`src/rtl/int_ctrl8_pkg.sv`:
```
// Shared types and constants for the eight-source interrupt controller.
package int_ctrl8_pkg;

  localparam int unsigned NSRC = 8;
  localparam int unsigned VW   = 3;

  localparam logic [NSRC-1:0] MASK_RST = 8'hFF;
  localparam logic [VW-1:0]   VEC_IDLE = 3'b111;
  localparam logic [VW-1:0]   PTR_RST  = 3'd7;

  typedef enum logic [1:0] {
    StIdle    = 2'd0,
    StReq     = 2'd1,
    StService = 2'd2
  } state_e;

endpackage

```
`src/rtl/int_ctrl8_prio_enc8.sv`:
```
// Combinational 8-to-3 priority search: starts at ptr_i and walks downward
// with wrap-around, returning the first set bit of eligible_i.
module prio_enc8
  import int_ctrl8_pkg::*;
(
  input  logic [NSRC-1:0] eligible_i,
  input  logic [VW-1:0]   ptr_i,
  output logic [VW-1:0]   idx_o,
  output logic            valid_o
);

  // Scan from lowest to highest priority so the last hit is the winner.
  always_comb begin
    logic [VW-1:0] cand;
    cand    = '0;
    idx_o   = VEC_IDLE;
    valid_o = 1'b0;
    for (int k = NSRC - 1; k >= 0; k--) begin
      cand = ptr_i - VW'(k);
      if (eligible_i[cand]) begin
        idx_o   = cand;
        valid_o = 1'b1;
      end
    end
  end

endmodule

```
`src/rtl/int_ctrl8.sv`:
```
// Eight-source interrupt controller with irq/ack/eoi handshake.
// Falling edges on req_n pend a source; the highest-priority unmasked pending
// source is offered to the CPU. Define ROTATE_PRIO_EN to make the serviced
// source the lowest priority after its eoi; otherwise priority is fixed 7..0.
module int_ctrl8
  import int_ctrl8_pkg::*;
#(
  parameter int unsigned ACK_TIMEOUT = 15
) (
  input  logic            clk,
  input  logic            rst_n,
  input  logic [NSRC-1:0] req_n,
  input  logic            mask_wr,
  input  logic [NSRC-1:0] mask_din,
  output logic [NSRC-1:0] mask_q,
  output logic            irq_n,
  output logic [VW-1:0]   vec,
  input  logic            ack,
  input  logic            eoi,
  output logic            busy,
  output logic            timeout
);

  localparam logic [7:0] CntLimit = 8'(ACK_TIMEOUT - 1);

  state_e          state_q, state_d;
  logic [7:0]      cnt_q, cnt_d;
  logic [NSRC-1:0] prev_n_q, pend_q, pend_d, mask_d;
  logic [NSRC-1:0] set, clr, eligible;
  logic [VW-1:0]   vec_q, vec_d;
  logic [VW-1:0]   enc_idx;
  logic            enc_valid;
  logic            irq_n_q, irq_n_d;
  logic            busy_q, busy_d;
  logic            timeout_q, timeout_d;
  logic [VW-1:0]   ptr;

`ifdef ROTATE_PRIO_EN
  logic [VW-1:0]   ptr_q, ptr_d;
  assign ptr = ptr_q;
`else
  assign ptr = PTR_RST;
`endif

  assign set      = prev_n_q & ~req_n;
  assign eligible = pend_q & ~mask_q;
  // A fresh edge on the source being acked wins over the clear.
  assign pend_d   = (pend_q & ~clr) | set;
  assign mask_d   = mask_wr ? mask_din : mask_q;

  prio_enc8 u_prio_enc8 (
    .eligible_i (eligible),
    .ptr_i      (ptr),
    .idx_o      (enc_idx),
    .valid_o    (enc_valid)
  );

  // Handshake sequencing and next-state of the registered outputs.
  always_comb begin
    state_d   = state_q;
    cnt_d     = cnt_q;
    vec_d     = vec_q;
    clr       = '0;
    timeout_d = 1'b0;
`ifdef ROTATE_PRIO_EN
    ptr_d     = ptr_q;
`endif
    case (state_q)
      StIdle: begin
        if (enc_valid) begin
          vec_d   = enc_idx;
          cnt_d   = '0;
          state_d = StReq;
        end
      end
      StReq: begin
        if (ack) begin
          clr     = NSRC'(1) << vec_q;
          state_d = StService;
        end else if (cnt_q == CntLimit) begin
          // Withdraw the request but leave it pending for another try.
          state_d   = StIdle;
          timeout_d = 1'b1;
        end else begin
          cnt_d = cnt_q + 8'd1;
        end
      end
      StService: begin
        if (eoi) begin
          state_d = StIdle;
`ifdef ROTATE_PRIO_EN
          ptr_d   = vec_q - VW'(1);
`endif
        end
      end
      default: state_d = StIdle;
    endcase
    irq_n_d = (state_d != StReq);
    busy_d  = (state_d == StService);
  end

  // All state and outputs are registered; reset discards pending events.
  always_ff @(posedge clk or negedge rst_n) begin
    if (!rst_n) begin
      state_q   <= StIdle;
      cnt_q     <= '0;
      prev_n_q  <= '1;
      pend_q    <= '0;
      mask_q    <= MASK_RST;
      vec_q     <= VEC_IDLE;
      irq_n_q   <= 1'b1;
      busy_q    <= 1'b0;
      timeout_q <= 1'b0;
    end else begin
      state_q   <= state_d;
      cnt_q     <= cnt_d;
      prev_n_q  <= req_n;
      pend_q    <= pend_d;
      mask_q    <= mask_d;
      vec_q     <= vec_d;
      irq_n_q   <= irq_n_d;
      busy_q    <= busy_d;
      timeout_q <= timeout_d;
    end
  end

`ifdef ROTATE_PRIO_EN
  // Rotating priority pointer, moved only by eoi.
  always_ff @(posedge clk or negedge rst_n) begin
    if (!rst_n) begin
      ptr_q <= PTR_RST;
    end else begin
      ptr_q <= ptr_d;
    end
  end
`endif

  assign irq_n   = irq_n_q;
  assign vec     = vec_q;
  assign busy    = busy_q;
  assign timeout = timeout_q;

endmodule

```
`config.mk`:
```
export PLATFORM = sky130hd
export DESIGN_NAME = int_ctrl8
export DESIGN_NICKNAME = d
export VERILOG_FILES = /design/src/rtl/int_ctrl8_pkg.sv /design/src/rtl/int_ctrl8_prio_enc8.sv /design/src/rtl/int_ctrl8.sv
export SDC_FILE = /design/constraint.sdc
export NUM_CORES = 1
export LEC_CHECK = 0
export ABC_AREA = 1
export CAP_MARGIN = 20
export CORE_ASPECT_RATIO = 1.1
export CORE_MARGIN = 5
export CORE_UTILIZATION = 61
export DETAILED_ROUTE_END_ITERATION = 6
export DONT_BUFFER_PORTS = 1
export PLACE_DENSITY = 0.86
export SLEW_MARGIN = 10
export SYNTH_ARGS = -nofsm -noshare
export SYNTH_HDL_FRONTEND = slang
export SYNTH_SLANG_ARGS = --single-unit
```
`constraint.sdc`:
```
create_clock -name clk -period 1.6 [get_ports clk]
set_input_delay 0.24 -clock clk [delete_from_list [all_inputs] [get_ports clk]]
set_output_delay 0.24 -clock clk [all_outputs]
set_load 0.02 [all_outputs]
```
-- Word level (Yosys, flattened, before mapping)
Index checks and enable logic that the tools add are counted.
Widths: inputs -> output; s select.
- $add $sub $neg: 1
- equality and inequality tests: 8
- shift-type cells: 1
- mux-type cells: 30
- bitwise gates (word level): 7
- reduce and logical (&&, ||, !) cells: 4
- operator list (cell ; number):
    $mux 8 ; 5
    $and 8x8->8 ; 3
    $mux 3 ; 8
    $not 8->8 ; 3
    $pmux 8 s2 ; 1
    $mux 1 ; 11
    $add 8x1->8 const B ; 1
    $eq 8x4->1 const B ; 1
    $mux 2 ; 4
    $or 8x8->8 ; 1
    $shl 1x3->8 const A ; 1
    $ne 2x2->1 const B ; 3
    $pmux 2 s3 ; 1
    $eq 2x2->1 const B ; 2
    $reduce_and 4->1 ; 1
    $eq 2x1->1 const B ; 1
    $logic_not 2->1 ; 1
    $ne 2x1->1 const B ; 1
    $reduce_and 2->1 ; 1
    $reduce_bool 2->1 ; 1
- bits in registers: 40
- bits of input ports: 21
- output and inout bits: 14
- word-level logic and storage cells: 60

-- Longest topological paths before layout
Gate-level depths: netlist of the first run.
- word-level depth: 13
- depth in mapped cells: 10
- depth with buffers taken out: 10

-- By module
A second synthesis of the first run with hierarchy kept.
- cell total of the unflattened synthesis: 310
- area total of the unflattened synthesis: 2527.4 µm²
- by module, submodules not included (module ; instances ; cells an instance ; area each (µm²) ; seq. area each (µm²)):
    int_ctrl8 ; 1 ; 180 ; 1756.7 ; 1026.0
    prio_enc8 ; 1 ; 130 ; 770.7 ; 0.0

-- Worst setup path after synthesis of the first run
No wires, ideal clock.
- path kind: flip-flop to flip-flop
- start: reg mask_q[4]
- end: reg cnt_q[3]
- library setup time: 0.118 ns
- arrival time: 1.346 ns
- required time: 1.482 ns
- path slack: 0.136 ns
- cell stages (with the launch flop): 11
- path buffers: 1
- clock period less this slack: 1.464 ns
- path through: dfstp_2 -> inv_1 -> nand2_1 -> nand2_1 -> nor2_1 -> nand2_1 -> nand2_1 -> nand2_2 -> buf_6 -> nand2_1 -> o21ai_2
- longest elaborated chain between the ends: 8
- ends and longest elaborated chain (what ; RTL line ; text):
    from (decl) ; int_ctrl8.sv:15 ; output logic [NSRC-1:0] mask_q,
    from (signal assigned) ; int_ctrl8.sv:119 ; mask_q <= mask_d;
    $not 8->8 ; int_ctrl8.sv:46 ; assign eligible = pend_q & ~mask_q;
    $and 8x8->8 ; int_ctrl8.sv:46 ;
    $mux 1 (4 in a row) ; int_ctrl8_prio_enc8.sv:20 ; if (eligible_i[cand]) begin
    $ne 2x2->1 (no line) ; -- ;
    $reduce_and 4->1 (no line) ; -- ;
    to (signal assigned) ; int_ctrl8.sv:116 ; cnt_q <= cnt_d;
    to (decl) ; int_ctrl8.sv:27 ; logic [7:0] cnt_q, cnt_d;
No other way between the ends.
A chain may end at the register's enable or synchronous reset.

-- Worst setup path after layout of the first run
- start: reg cnt_q[0]
- end: reg cnt_q[4]
- longest elaborated chain between the ends: 4
- elaborated cells between the ends (all ways): 7
- classes of those cells: 1 x add/sub; 2 x eq/ne; 3 x mux; 1 x reduce/logical
- ends and longest elaborated chain (what ; RTL line ; text):
    $add 8x1->8 ; int_ctrl8.sv:85 ; cnt_d = cnt_q + 8'd1;
    $mux 8 ; int_ctrl8.sv:80 ; end else if (cnt_q == CntLimit) begin
    $mux 8 ; int_ctrl8.sv:77 ; if (ack) begin
    $pmux 8 s2 ; int_ctrl8.sv:68 ; case (state_q)
Parallel ways exist; a longest one is shown, timed or not. The select of a mux whose other input is x is not followed.

==> insert_results.sql, run 1 <==
INSERT INTO impl_metrics (metric_group, metric, value, unit) VALUES
('yosys', 'ys_seq_area_frac', '0.580', ''),
('critical_path', 'worst-endpoint-required', '1830', 'ps'),
('floorplanning', 'pin_count', '35', ''),
('placed_design', 'placed_cell_area', '0.00186', 'mm2'),
('yosys', 'synthFlopType', 'sky130_fd_sc_hd__dfstp_2', ''),
('timing', 'fin_ws', '120', 'ps'),
('yosys', 'yosys_warnings', '0', ''),
('timing', 'final.min_clock_period', '1480', 'ps'),
('floorplanning', 'core.rowCount', '20', ''),
('grt', 'first_pass_grt_wire_length', '5.58', 'mm'),
('drt', 'ant_nets', '0', ''),
('drt', 'dr_total_vias', '1385', ''),
('placed_design', 'place.detailed.hpwl', '2.41', 'mm'),
('power_and_ir_drop', 'pwr_per_cell_area', '1320', 'mW/mm2'),
('clock_tree', 'cts_inserted_buffers', '5', ''),
('clock_tree', 'clock_sinks', '40', ''),
('clock_tree', 'cts_tree', 'yes', ''),
('job', 'number_of_maximum_capacitance_constraint_violations', '0', ''),
('clock_tree', 'cts.repair_timing.setup_buffer_count', '0', ''),
('layout', 'fin_area', '0.00214', 'mm2'),
('yosys', 'synthesis.instances', '204', ''),
('yosys', 'ys_ff_latch', '40', ''),
('critical_path', 'cp_num_buf_inv', '1', ''),
('power_and_ir_drop', 'p_total', '2.82', 'mW'),
('timing', 'setup_total_negative_slack', '0', 'ps'),
('yosys', 'ys_async_sr_fraction', '1.00', ''),
('drt', 'detail_route.wirelength', '3.61', 'mm'),
('drt', 'dr.pass1.iters', '4', ''),
('layout', 'n_antenna_cell', '0', ''),
('clock_tree', 'h_tree_depth', '2', ''),
('yosys', 'ys_top_cells_by_area', 'sky130_fd_sc_hd__dfstp_2, sky130_fd_sc_hd__dfrtp_1, sky130_fd_sc_hd__nand2_1', ''),
('placed_design', 'pre_cts_ws', '66.4', 'ps'),
('floorplanning', 'core_region_area', '0.00278', 'mm2'),
('floorplanning', 'dieHeight', '66.5', 'um'),
('drt', 'via_per_inst', '5.15', ''),
('yosys', 'syn_avg_cell_area', '8.68', 'um2'),
('critical_path', 'worst_path_maximum_fanout', '13', ''),
('power_and_ir_drop', 'static-leakage-power', '1.05', 'nW'),
('critical_path', 'cpMaxStageDelayCell', 'sky130_fd_sc_hd__dfrtp_1', ''),
('grt', 'number_of_antenna_violations_at_the_first_check_in_global_routing', '0', ''),
('timing', 'final_hold_viol_count', '0', ''),
('timing', 'worst_slew_margin_rel', '0.705', ''),
('timing', 'clock_skew_after_layout', '14.0', 'ps'),
('placed_design', 'gpl_congestion', '0.885', ''),
('critical_path', 'worst_setup_path_category', 'register to register', ''),
('yosys', 'ys_types', '21', ''),
('grt', 'grt-ovfl-total', '0', ''),
('layout', 'ff_latch_area', '0.00103', 'mm2'),
('timing', 'worst-slew-pin-transition', '442', 'ps'),
('power_and_ir_drop', 'peakVddDrop', '1010', 'uV'),
('drt', 'drt_iter0_drc', '65', ''),
('critical_path', 'timing.critical_path.slowest_cell_delay', '410', 'ps'),
('yosys', 'synth_top_area_frac', '0.297', ''),
('critical_path', 'worst_ep_arrival_time', '1710', 'ps'),
('floorplanning', 'floorplan.die_area', '0.00408', 'mm2'),
('clock_tree', 'clock_latency', '350', 'ps'),
('status', 'outcome', 'complete, no violations', ''),
('layout', 'area.growth.synth_to_final', '20.8', '%'),
('yosys', 'synth.largest_area_cell', 'sky130_fd_sc_hd__dfstp_2', ''),
('yosys', 'post_synthesis_net_count', '227', ''),
('grt', 'grt_pass1_vias', '1304', ''),
('grt', 'grt_start_max_net_pins', '41', ''),
('placed_design', 'io_buffer_count', '0', ''),
('critical_path', 'critPathTopFamily', 'flip-flops', ''),
('worst_hold_path', 'timing.hold.worst.class', 'input pin to register', ''),
('drt', 'wl_per_cell', '13.4', 'um'),
('timing', 'setup_violations', '0', ''),
('floorplanning', 'start_util', '0.637', ''),
('clock_tree', 'worst_case_clock_buffer_depth', '2', ''),
('grt', 'gr-usage-all-layers', '0.192', ''),
('yosys', 'post_synth_instance_area', '0.00177', 'mm2');
==> layout make-up <==
class	instances	area share
Tap cell	33	0.0193
Sequential cell	40	0.480
Clock inverter	1	0.00234
Clock buffer	7	0.0310
Timing Repair Buffer	26	0.118
Inverter	38	0.0667
Multi-Input combinational cell	124	0.283
==> timing repair <==
item,in CTS,in global routing
resized for setup,0,5
hold buffers,17,1
endpoints found under the setup margin,0,13
hold endpoints to repair,65,1
==> logic make-up (layout without fill, tap and decap cells) <==
group                      Yosys count  in the layout  synth area share
adders and majority gates            2              2            0.0141
AOI/OAI and AO/OA                   37             37             0.117
and+or+nand+nor                     84             84             0.195
buffers and inverters               40             72            0.0890
xor gates and xnor gates             1              1           0.00495
DFF                                 40             40             0.580
==> power breakdown <==
part | internal (mW) | switching [mW] | total [mW]
clock | 0.265 | 0.309 | 0.574
sequential | 1.27 | 0.220 | 1.49
combinational | 0.257 | 0.502 | 0.759
==> final timing paths <==
kind                             startpoint   endpoint  slack [ps]  depth (start not counted)
worst min-delay path            mask_din[0]  mask_q[0]          10                          2
worst max register to register     cnt_q[0]   cnt_q[4]         120                          7
min in group asynchronous             rst_n  pend_q[0]         360                          2
worst max-delay path               cnt_q[0]   cnt_q[4]         120                          7
worst min register to register  prev_n_q[2]  pend_q[2]         510                          2
max in group asynchronous             rst_n  mask_q[7]         980                          2
==> worst reg2reg max path: cells and delay by family (launching register included) <==
kind                       cells  cell delay (ps)
DFF                            1              410
buffers and inverters          1              110
adders and majority gates      1              170
and+or+nand+nor                3              400
AOI/OAI and AO/OA              2              300
==> cell usage after synthesis, types with 5 or more instances <==
cell type,n
sky130_fd_sc_hd__nand3_1,8
sky130_fd_sc_hd__o21ai_2,5
sky130_fd_sc_hd__dfstp_2,20
sky130_fd_sc_hd__dfrtp_1,20
sky130_fd_sc_hd__o21ai_0,27
sky130_fd_sc_hd__inv_1,38
sky130_fd_sc_hd__nand2_1,55
sky130_fd_sc_hd__nor2_1,13
==> stage by stage <==
step,util,hold WS (ps),cells
2_1_floorplan,-,-55.6,204
4_1_cts,0.759,1.94,268
5_1_grt,0.770,36.7,269
6_report,0.770,14.5,269
3_5_place_dp,0.668,-54.6,243
3_3_place_gp,0.668,-54.5,243
==> registers in the layout (all words and copies together), names as in the netlist <==
name      count
timeout       1
mask_q        8
pend_q        8
irq_n         1
state_q       2
vec           3
prev_n_q      8
cnt_q         8
busy          1
==> layer usage <==
layer | global-route usage | wire length, um
met5 | 0 | 0
met4 | 0.0875 | 67
met3 | 0.0543 | 249
met2 | 0.304 | 1820
met1 | 0.240 | 1470
==> cell usage in the layout, fill, tap and decap left out, types with 4 or more instances in the layout <==
master	Yosys	routed
sky130_fd_sc_hd__nand2_1	55	54
sky130_fd_sc_hd__inv_1	38	38
sky130_fd_sc_hd__o21ai_0	27	27
sky130_fd_sc_hd__dfrtp_1	20	20
sky130_fd_sc_hd__dfstp_2	20	20
sky130_fd_sc_hd__dlygate4sd3_1	0	16
sky130_fd_sc_hd__nor2_1	13	12
sky130_fd_sc_hd__nand3_1	8	8
sky130_fd_sc_hd__buf_4	0	8
sky130_fd_sc_hd__clkbuf_4	0	5
sky130_fd_sc_hd__o21ai_2	5	4
No activity file was read; power rests on OpenSTA's default activity.
==> inputs of run 2 (changes only) <==
==> constraint.sdc (replaced) <==
create_clock -name clk -period 1.4 [get_ports clk]
set_input_delay 0.21 -clock clk [delete_from_list [all_inputs] [get_ports clk]]
set_output_delay 0.21 -clock clk [all_outputs]
set_load 0.02 [all_outputs]
==> run 2 against run 1 <==
Against the previous run:
- register-to-register slack worse by 290 ps
- flip-flop and latch count unchanged
- hold slack better by 160 ps
- first-iteration DRC count rose to 5.4 times the previous value
- die area unchanged
- combinational power grew 110%
- global-route usage rose by 7.9 points
- the flow now finishes with violations (setup timing)
- cell area is 16% higher
- maximum frequency shrank 5.5%
- final cell count grew 7.8%
==> insert_results.sql, run 2 (synthesis results as in run 1) <==
INSERT INTO impl_metrics (metric_group, metric, value, unit) VALUES
('status', 'outcome', 'complete, but fails checks', ''),
('status', 'failing_checks', 'setup timing', ''),
('power_and_ir_drop', 'p_int', '2.32', 'mW'),
('floorplanning', 'core.rowCount', '20', ''),
('drt', 'detail_route.wirelength', '6.19', 'mm'),
('power_and_ir_drop', 'total_switching_power', '1.71', 'mW'),
('critical_path', 'worst_path_maximum_fanout', '3', ''),
('layout', 'finalNetCount', '279', ''),
('timing', 'part_of_the_cycle_the_worst_path_needs', '1.12', ''),
('grt', 'grt_start_max_net_pins', '41', ''),
('drt', 'drt_iter0_drc', '354', ''),
('drt', 'wl_per_cell', '21.3', 'um'),
('layout', 'area.growth.synth_to_final', '40.6', '%'),
('timing', 'worst-slew-pin-transition', '491', 'ps'),
('power_and_ir_drop', 'peakVddDrop', '1610', 'uV'),
('clock_tree', 'worst_case_clock_buffer_depth', '2', ''),
('power_and_ir_drop', 'seq_power_share', '0.437', ''),
('critical_path', 'worst-endpoint-required', '1710', 'ps'),
('grt', 'number_of_antenna_violations_at_the_first_check_in_global_routing', '0', ''),
('power_and_ir_drop', 'static-leakage-power', '1.17', 'nW'),
('timing', 'final.min_clock_period', '1570', 'ps'),
('floorplanning', 'floorplan.die_area', '0.00408', 'mm2'),
('timing', 'worst_slew_margin_rel', '0.672', ''),
('layout', 'n_antenna_cell', '0', ''),
('power_and_ir_drop', 'p_sw_frac', '0.424', ''),
('clock_tree', 'h_tree_depth', '2', ''),
('drt', 'detail_route.drc_violations', '0', ''),
('critical_path', 'crit_path_start_kind', 'register', ''),
('grt', 'gr-usage-all-layers', '0.271', ''),
('power_and_ir_drop', 'combPwrFrac', '0.403', ''),
('critical_path', 'worst_setup_path_category', 'register to register', ''),
('clock_tree', 'clock_latency', '370', 'ps'),
('placed_design', 'pre_cts_ws', '-91.2', 'ps'),
('grt', 'first_pass_grt_wire_length', '7.94', 'mm'),
('floorplanning', 'core_region_area', '0.00278', 'mm2'),
('grt', 'grt-ovfl-total', '0', ''),
('power_and_ir_drop', 'pwr-share-clk', '0.160', ''),
('clock_tree', 'clk_pin_slew_worst_paths', '140', 'ps'),
('timing', 'timing_max_transition_violations_final', '0', ''),
('drt', 'dr.pass1.iters', '6', ''),
('layout', 'final.fill_count', '103', ''),
('timing', 'final_hold_viol_count', '0', ''),
('clock_tree', 'clock_sinks', '40', ''),
('clock_tree', 'cts_inserted_buffers', '5', ''),
('clock_tree', 'cts_tree', 'yes', ''),
('floorplanning', 'die_x', '61.4', 'um'),
('timing', 'timing.fmax', '0.639', 'GHz'),
('placed_design', 'placed_cell_area', '0.00193', 'mm2'),
('drt', 'ant_nets', '0', ''),
('floorplanning', 'start_util', '0.637', ''),
('placed_design', 'place.detailed.hpwl', '2.77', 'mm'),
('drt', 'dr_total_vias', '1823', ''),
('worst_hold_path', 'timing.hold.worst.class', 'input pin to register', ''),
('floorplanning', 'dieHeight', '66.5', 'um'),
('critical_path', 'worst_ep_arrival_time', '1880', 'ps'),
('timing', 'setup_violations', '14', ''),
('power_and_ir_drop', 'pwr_per_cell_area', '1620', 'mW/mm2'),
('drt', 'via_per_inst', '6.29', ''),
('layout', 'post_route_cells_drive_above_1_share', '0.420', ''),
('critical_path', 'crit_end_element', 'register', ''),
('floorplanning', 'pin_count', '35', ''),
('grt', 'grt_pass1_vias', '1718', ''),
('placed_design', 'gpl_congestion', '0.835', ''),
('timing', 'rsz0062_at_grt', 'yes', ''),
('clock_tree', 'cts-root-buf', 'sky130_fd_sc_hd__clkbuf_4', ''),
('timing', 'fin_ws', '-166', 'ps'),
('job', 'number_of_maximum_capacitance_constraint_violations', '0', ''),
('layout', 'most-common-layout-cells', 'sky130_fd_sc_hd__nand2_1, sky130_fd_sc_hd__inv_1, sky130_fd_sc_hd__o21ai_0, sky130_fd_sc_hd__buf_4', ''),
('layout', 'layout_commonest_cell', 'sky130_fd_sc_hd__nand2_1', ''),
('timing', 'clock_skew_after_layout', '28.5', 'ps'),
('layout', 'fin_area', '0.00249', 'mm2'),
('placed_design', 'io_buffer_count', '0', '');
==> run 2: path summary, 6_finish.rpt <==
path	depth (start not counted)	start	to	slack [ps]
max	10	mask_q[2]	vec[0]	-170
min	4	ack	cnt_q[1]	180
max reg2reg	10	mask_q[2]	vec[0]	-170
min reg2reg	2	prev_n_q[6]	pend_q[6]	510
max in group asynchronous	2	rst_n	prev_n_q[6]	780
min in group asynchronous	2	rst_n	pend_q[1]	330
==> run 2: through the flow <==
stage,hold slack [ps],TNS [ps],total power [mW],std cells,utilization
floorplan,-85.6,0,2.31,204,-
global placement,-84.4,0,2.55,251,0.694
detailed placement,-84.7,-337,2.61,251,0.694
CTS,9.21,0,3.40,280,0.808
global route,168,-1970,4.19,290,0.896
finish,179,-1290,4.03,290,0.896
==> run 2: layout make-up <==
cell class	count	area, um2	area share
Timing Repair Buffer	46	423	0.170
Inverter	38	150	0.0603
Clock buffer	7	55.1	0.0221
Clock inverter	1	7.51	0.00302
Tap cell	33	41.3	0.0166
Multi-Input combinational cell	125	785	0.315
Sequential cell	40	1030	0.413
==> run 2: power groups by stage <==
stage / Combinational, mW / Clock (mW) / Sequential, mW
after floorplan: 0.608 / 0 / 1.70
after global placement: 0.837 / 0 / 1.71
after detailed placement: 0.883 / 0 / 1.73
after CTS: 1.06 / 0.634 / 1.70
after global routing: 1.71 / 0.702 / 1.78
final: 1.62 / 0.646 / 1.76
==> run 2: what timing repair did <==
action,4_1_cts,5_1_grt
setup endpoints to repair,9,21
gates resized for setup,10,50
hold endpoints to repair,65,1
pin swaps,2,18
gates cloned,0,1
buffers inserted,2,7
hold buffers,19,2
==> run 2: critical path, cell delays in order, from the launching register on <==
cell and delay, ps:
sky130_fd_sc_hd__dfstp_2 570, sky130_fd_sc_hd__inv_1 80, sky130_fd_sc_hd__nand2_2 90, sky130_fd_sc_hd__nand2_2 50
sky130_fd_sc_hd__nor2_1 110, sky130_fd_sc_hd__nand2_1 100, sky130_fd_sc_hd__nand2_4 150, sky130_fd_sc_hd__buf_6 140
sky130_fd_sc_hd__inv_4 50, sky130_fd_sc_hd__nor2_2 110, sky130_fd_sc_hd__a21oi_2 50
==> run 2: layer usage <==
metal  GRT usage  wire (um)
met5           0          0
met4       0.159        351
met3      0.0988        645
met2       0.421       2880
met1       0.314       2310
